==> config.mk <==
export PLATFORM = sky130hd
export DESIGN_NAME = approx_err_monitor
export DESIGN_NICKNAME = d
export VERILOG_FILES = /design/src/rtl/approx_err_monitor.sv
export SDC_FILE = /design/constraint.sdc
export NUM_CORES = 2
export LEC_CHECK = 0
export CORE_MARGIN = 2
export CORE_UTILIZATION = 45
export CTS_CLUSTER_SIZE = 10
export DETAILED_ROUTE_END_ITERATION = 8
export MAX_ROUTING_LAYER = met4
export PLACE_DENSITY = 0.7
export SLEW_MARGIN = 20
export SYNTH_ARGS = -nofsm -noshare
export SYNTH_HDL_FRONTEND = slang
export SYNTH_SLANG_ARGS = --single-unit
==> constraint.sdc <==
create_clock -name clk -period 15.1 [get_ports clk]
set_input_delay 2.265 -clock clk [delete_from_list [all_inputs] [get_ports clk]]
set_output_delay 2.265 -clock clk [all_outputs]
set_load 0.05 [all_outputs]
==> src/rtl/approx_err_monitor.sv <==
// Accuracy monitor for the approximate multiplier: exact shift-add product, |error|, running stats.
// Optional overestimate counter (output over_cnt) is enabled by defining APPROX_ERR_OVEREST_EN.
module approx_err_monitor #(
  parameter int unsigned OP_W   = 64,
  parameter int unsigned PROD_W = 128,
  parameter int unsigned ACC_W  = 144,
  parameter int unsigned CNT_W  = 16
) (
  input  logic              clk,
  input  logic              rst_n,
  input  logic              clear,
  input  logic              in_valid,
  output logic              in_ready,
  input  logic [OP_W-1:0]   in_a,
  input  logic [OP_W-1:0]   in_b,
  input  logic [PROD_W-1:0] in_y,
  output logic              res_valid,
  output logic [PROD_W-1:0] last_err,
  output logic [PROD_W-1:0] err_max,
  output logic [ACC_W-1:0]  err_sum,
  output logic [CNT_W-1:0]  sample_cnt,
`ifdef APPROX_ERR_OVEREST_EN
  output logic [CNT_W-1:0]  over_cnt,
`endif
  output logic              stat_sat
);

  localparam int unsigned IterW = $clog2(OP_W + 1);
  // One spare bit above the wider of the two addends so overflow is always visible.
  localparam int unsigned SumW  = ((ACC_W > PROD_W) ? ACC_W : PROD_W) + 1;
  localparam logic [IterW-1:0] LastIter = IterW'(OP_W - 1);

  typedef enum logic [1:0] {StIdle, StMul, StDiff, StDone} state_e;

  state_e              state_q, state_d;
  logic [PROD_W-1:0]   mcand_q, mcand_d;
  logic [OP_W-1:0]     mplier_q, mplier_d;
  logic [PROD_W-1:0]   y_q, y_d;
  logic [PROD_W-1:0]   prod_q, prod_d;
  logic [IterW-1:0]    iter_q, iter_d;
  logic [PROD_W-1:0]   last_err_q, last_err_d;
  logic [PROD_W-1:0]   err_max_q, err_max_d;
  logic [ACC_W-1:0]    err_sum_q, err_sum_d;
  logic [CNT_W-1:0]    sample_cnt_q, sample_cnt_d;
  logic                stat_sat_q, stat_sat_d;
`ifdef APPROX_ERR_OVEREST_EN
  logic [CNT_W-1:0]    over_cnt_q, over_cnt_d;
`endif

  logic [PROD_W-1:0]   err_next;
  logic [SumW-1:0]     sum_full;
  logic                sum_ovf;
  logic                accept;

  assign in_ready = rst_n && (state_q == StIdle) && !clear;
  assign accept   = in_valid && in_ready;

  assign err_next = (prod_q >= y_q) ? (prod_q - y_q) : (y_q - prod_q);
  assign sum_full = SumW'(err_sum_q) + SumW'(err_next);
  assign sum_ovf  = |sum_full[SumW-1:ACC_W];

  always_comb begin
    state_d      = state_q;
    mcand_d      = mcand_q;
    mplier_d     = mplier_q;
    y_d          = y_q;
    prod_d       = prod_q;
    iter_d       = iter_q;
    last_err_d   = last_err_q;
    err_max_d    = err_max_q;
    err_sum_d    = err_sum_q;
    sample_cnt_d = sample_cnt_q;
    stat_sat_d   = stat_sat_q;
`ifdef APPROX_ERR_OVEREST_EN
    over_cnt_d   = over_cnt_q;
`endif

    case (state_q)
      StIdle: begin
        if (accept) begin
          mcand_d  = PROD_W'(in_a);
          mplier_d = in_b;
          y_d      = in_y;
          prod_d   = '0;
          iter_d   = '0;
          state_d  = StMul;
        end
      end
      StMul: begin
        if (mplier_q[0]) begin
          prod_d = prod_q + mcand_q;
        end
        mcand_d  = mcand_q << 1;
        mplier_d = mplier_q >> 1;
        if (iter_q == LastIter) begin
          iter_d  = '0;
          state_d = StDiff;
        end else begin
          iter_d = iter_q + 1'b1;
        end
      end
      StDiff: begin
        state_d    = StDone;
        last_err_d = err_next;
        if (err_next > err_max_q) begin
          err_max_d = err_next;
        end
        if (sum_ovf) begin
          err_sum_d  = '1;
          stat_sat_d = 1'b1;
        end else begin
          err_sum_d = sum_full[ACC_W-1:0];
        end
        if (&sample_cnt_q) begin
          stat_sat_d = 1'b1;
        end else begin
          sample_cnt_d = sample_cnt_q + 1'b1;
        end
`ifdef APPROX_ERR_OVEREST_EN
        if (y_q > prod_q) begin
          if (&over_cnt_q) begin
            stat_sat_d = 1'b1;
          end else begin
            over_cnt_d = over_cnt_q + 1'b1;
          end
        end
`endif
      end
      StDone: begin
        state_d = StIdle;
      end
      default: begin
        state_d = StIdle;
      end
    endcase

    // Clear wins over any accept or DONE-entry update in the same cycle.
    if (clear) begin
      state_d      = StIdle;
      iter_d       = '0;
      last_err_d   = '0;
      err_max_d    = '0;
      err_sum_d    = '0;
      sample_cnt_d = '0;
      stat_sat_d   = 1'b0;
`ifdef APPROX_ERR_OVEREST_EN
      over_cnt_d   = '0;
`endif
    end
  end

  always_ff @(posedge clk or negedge rst_n) begin
    if (!rst_n) begin
      state_q      <= StIdle;
      mcand_q      <= '0;
      mplier_q     <= '0;
      y_q          <= '0;
      prod_q       <= '0;
      iter_q       <= '0;
      last_err_q   <= '0;
      err_max_q    <= '0;
      err_sum_q    <= '0;
      sample_cnt_q <= '0;
      stat_sat_q   <= 1'b0;
`ifdef APPROX_ERR_OVEREST_EN
      over_cnt_q   <= '0;
`endif
    end else begin
      state_q      <= state_d;
      mcand_q      <= mcand_d;
      mplier_q     <= mplier_d;
      y_q          <= y_d;
      prod_q       <= prod_d;
      iter_q       <= iter_d;
      last_err_q   <= last_err_d;
      err_max_q    <= err_max_d;
      err_sum_q    <= err_sum_d;
      sample_cnt_q <= sample_cnt_d;
      stat_sat_q   <= stat_sat_d;
`ifdef APPROX_ERR_OVEREST_EN
      over_cnt_q   <= over_cnt_d;
`endif
    end
  end

  assign res_valid  = (state_q == StDone);
  assign last_err   = last_err_q;
  assign err_max    = err_max_q;
  assign err_sum    = err_sum_q;
  assign sample_cnt = sample_cnt_q;
  assign stat_sat   = stat_sat_q;
`ifdef APPROX_ERR_OVEREST_EN
  assign over_cnt   = over_cnt_q;
`endif

endmodule

==> impl_metrics.csv <==
group,metric,value,unit
timing,maxSlewHeadroom,20.1,%
grt,grt_pass1_wl,445000,µm
routing,post_drt_wl_per_cell,26.2,µm
hold_path,hold_depth,2,
yosys,syn_inst,9002,
finish,instances_no_fill,11581,
grt,antenna_found_initial,6,
timing,fin_skew,0.0556,ns
critical_path,required,15.66,ns
critical_path,path_class,"reg -> reg",
routing,viasPerCell,6.25,
critical_path,crit_cells,24,
clock_network,clock_path_buffers,3,
floorplanning,ios,679,
clock_network,cts-hold-fix-buffers,0,
floorplanning,initial_core_util,45.2,%
clock_network,cts_resized,0,
grt,grt_use_total,36.9,%
clock_network,clk_pin_slew,0.05,ns
finish,fillerInstances,15098,
finish,final_nets,10279,
hold_path,hold_path_class,"reg -> reg",
floorplanning,rows,147,
clock_network,cts-root-buf,"clkbuf_16",
clock_network,cts_num_sinks,874,
critical_path,slowest_delay,0.75,ns
yosys,synth_seq_cells,874,
flow_run,maxCapViolCount,0,
floorplanning,die-height,405,µm
timing,layout_min_cycle_time,10.15,ns
critical_path,worstPathArrival,10.71,ns
timing,slew_violations,0,
clock_network,cts_tree,"built",
place,dp_cells,11420,
finish,drive_gt1_share,5.04,%
critical_path,worstRegToRegCells,24,
place,hpwl,246000,µm
clock_network,cts_made_buffers,107,
routing,drt_wl_total,303000,µm
grt,grt_start_max_net_pins,144,
finish,area_growth,15.8,%
yosys,synth_edf_count,0,
routing,dr_total_vias,72388,
critical_path,crit_buf_inv,2,
place,gp_congestion,1.05,
yosys,synthFlopType,"dfrtp_1",
critical_path,cp_max_fo,63,
yosys,ys_async_sr_fraction,100,%
timing,min_period_over_period,67.2,%
yosys,seq_area_frac_synth,30.2,%
clock_network,post_cts_buffers,0,
yosys,synth_nets,9911,
critical_path,critPathSlowestCell,"nor4_1",
routing,firstDrtPassIters,8,
grt,first_global_vias,68201,
routing,antenna_left,0,
clock_network,htreeDepth,3,
floorplanning,design.core.area,0.160,mm²
routing,remaining_drc_errors,0,
timing,hold_viol,0,
timing,setup_viol,0,
grt,grt.overflow.total,0,
critical_path,cp_cell_sequence,"ha_1 -> nand2_1 -> nor2_1 -> nand2_1 -> nor4_1 -> o211ai_1 -> a31oi_2 -> or2_4 -> buf_4 -> mux2i_1 -> o221ai_1 -> xor2_1 -> ha_1 -> nand4_1 -> nor2_1 -> a2111oi_2 -> a2111oi_2 -> o31ai_1 -> a21boi_1 -> o21a_1 -> o31ai_1 -> a21o_4 -> buf_4 -> a311oi_1",
critical_path,critPathTopFamily,"compound AO/OA/AOI/OAI gates",
timing,setup_tns,0,ns
clock_network,clk_latency,0.75,ns
floorplanning,die_x,405,µm
floorplanning,die_area,0.164,mm²
yosys,syn-cell-area,0.0724,mm²
outcome,status,"complete, no violations",
timing,rsz0062_at_grt,"false",
timing,worst_pin_slew,1.19,ns
critical_path,critPathLaunchType,"flip-flop",
yosys,syn_avg_cell_area,8.04,µm²
timing,fmax,98.5,MHz
critical_path,crit_path_end_kind,"flip-flop",
yosys,ys.warnings.count,0,
place,io_buffer_count,678,
yosys,synth_cell_types,103,
routing,drtIter0Drc,8249,
==> area by class of cell <==
| cell class | instances | area (µm²) | share of cell area, % |
|---|---|---|---|
| multi-input combinational | 6973 | 46000 | 55.0 |
| sequential | 874 | 21900 | 26.1 |
| timing repair buffer | 771 | 7530 | 8.99 |
| clock buffer | 133 | 2830 | 3.37 |
| tap | 2160 | 2700 | 3.23 |
| inverter | 643 | 2410 | 2.88 |
| clock inverter | 24 | 380 | 0.454 |
| antenna | 3 | 7.51 | 0.00896 |
==> worst register-to-register path: stages (launching register included) <==
cell and delay (ns):
dfrtp_1 0.44, ha_1 0.64, nand2_1 0.17, nor2_1 0.40
nand2_1 0.20, nor4_1 0.75, o211ai_1 0.23, a31oi_2 0.31
or2_4 0.31, buf_4 0.70, mux2i_1 0.44, o221ai_1 0.18
xor2_1 0.70, ha_1 0.45, nand4_1 0.14, nor2_1 0.08
a2111oi_2 0.47, a2111oi_2 0.15, o31ai_1 0.70, a21boi_1 0.25
o21a_1 0.29, o31ai_1 0.54, a21o_4 0.44, buf_4 0.66
a311oi_1 0.35
==> path summary, 6_finish.rpt <==
| path | from | to | slack, ns |
|---|---|---|---|
| worst max-delay path | prod_q[58] | err_sum[13] | 4.95 |
| worst min-delay path | mplier_q[31] | mplier_q[31] | 0.48 |
| worst max register to register | prod_q[58] | err_sum[13] | 4.95 |
| worst min register to register | mplier_q[31] | mplier_q[31] | 0.48 |
| max in group asynchronous | rst_n | err_sum[112] | 9.94 |
| min in group asynchronous | rst_n | mplier_q[58] | 1.51 |
==> cells in the final DEF, fill, tap and decap left out, drive strengths merged, types with 117 or more instances in the layout <==
| master | netlist | final |
|---|---|---|
| o21bai | 171 | 171 |
| a21o | 319 | 319 |
| mux2i | 178 | 178 |
| dfrtp | 874 | 874 |
| mux2 | 129 | 129 |
| nand4 | 238 | 238 |
| xnor2 | 241 | 241 |
| nor3 | 140 | 140 |
| ha | 645 | 645 |
| o21ai | 788 | 788 |
| a211oi | 224 | 224 |
| clkdlybuf4s50 | 0 | 676 |
| nand3 | 117 | 117 |
| nor2 | 821 | 821 |
| inv | 642 | 647 |
| xor2 | 144 | 144 |
| clkbuf | 369 | 133 |
| a21oi | 928 | 928 |
| nand2 | 886 | 886 |
==> per-layer routing <==
layer	track usage (%)	up-vias	share of wire (%)
met5	-	-	0
met4	14.5	0	4.4
met3	5.96	532	8.8
met2	52.7	3460	42
met1	51.8	35285	45
li1	-	33111	-
==> flip-flops by register name, indices dropped and copies added, names as in the netlist <==
| signal | count |
|---|---|
| err_max | 128 |
| err_sum | 144 |
| iter_q | 7 |
| last_err | 128 |
| mcand_q | 128 |
| mplier_q | 64 |
| prod_q | 128 |
| sample_cnt | 16 |
| stat_sat | 1 |
| state_q | 2 |
| y_q | 128 |
==> Yosys cell counts, types with 19 or more instances <==
master    instances  area, µm²
a211oi_1        220       1650
a21boi_0         47        353
a21o_1          319       2390
a21oi_1         926       4630
a221oi_1         37        324
a22o_1           94        823
a311oi_1         84        736
a31oi_1          50        313
and2_1           29        181
and3_1           40        250
buf_1            19       71.3
buf_2           102        510
clkbuf_1        367       1380
dfrtp_1         874      21900
ha_1            645       8070
inv_1           642       2410
mux2_2          129       1450
mux2i_1         177       1770
nand2_1         885       3320
nand2b_1         38        238
nand3_1         117        586
nand4_1         235       1470
nor2_1          819       3070
nor2b_1          34        213
nor3_1          139        696
nor4_1           39        244
o211ai_1         60        450
o21a_1           60        450
o21ai_0         763       3820
o21ai_1          22        110
o21bai_1        171       1280
o22ai_1          35        219
o31ai_1          44        330
or2_2            25        156
or3_1            33        206
xnor2_1         241       2110
xor2_1          144       1260
==> metrics by stage <==
| step | area, µm² | hold slack, ns | setup slack, ns | util, % |
|---|---|---|---|---|
| 2_1_floorplan | 72400 | 0.450 | 8.82 | - |
| 3_3_place_gp | 80500 | 0.460 | 5.31 | 50.2 |
| 3_5_place_dp | 80500 | 0.470 | 5.23 | 50.2 |
| 4_1_cts | 83700 | 0.482 | 5.20 | 52.2 |
| 5_1_grt | 83800 | 0.506 | 4.56 | 52.3 |
| 6_report | 83800 | 0.476 | 4.95 | 52.3 |
==> logic make-up (layout without fill, tap and decap cells) <==
| kind of cell | Yosys count | in the layout | share of synthesized area [%] |
|---|---|---|---|
| AOI/OAI and AO/OA | 3131 | 3131 | 27.5 |
| xor gates and xnor gates | 385 | 385 | 4.66 |
| buffers and inverters | 1155 | 1571 | 6.32 |
| DFF | 874 | 874 | 30.2 |
| and+or+nand+nor | 2501 | 2501 | 15.6 |
| adders and majority gates | 649 | 649 | 11.3 |
| muxes | 307 | 307 | 4.47 |
| other | 0 | 3 | 0 |
Power is not shown: default switching activity piles up to over one toggle a cycle in this logic, so the estimate is an artifact.
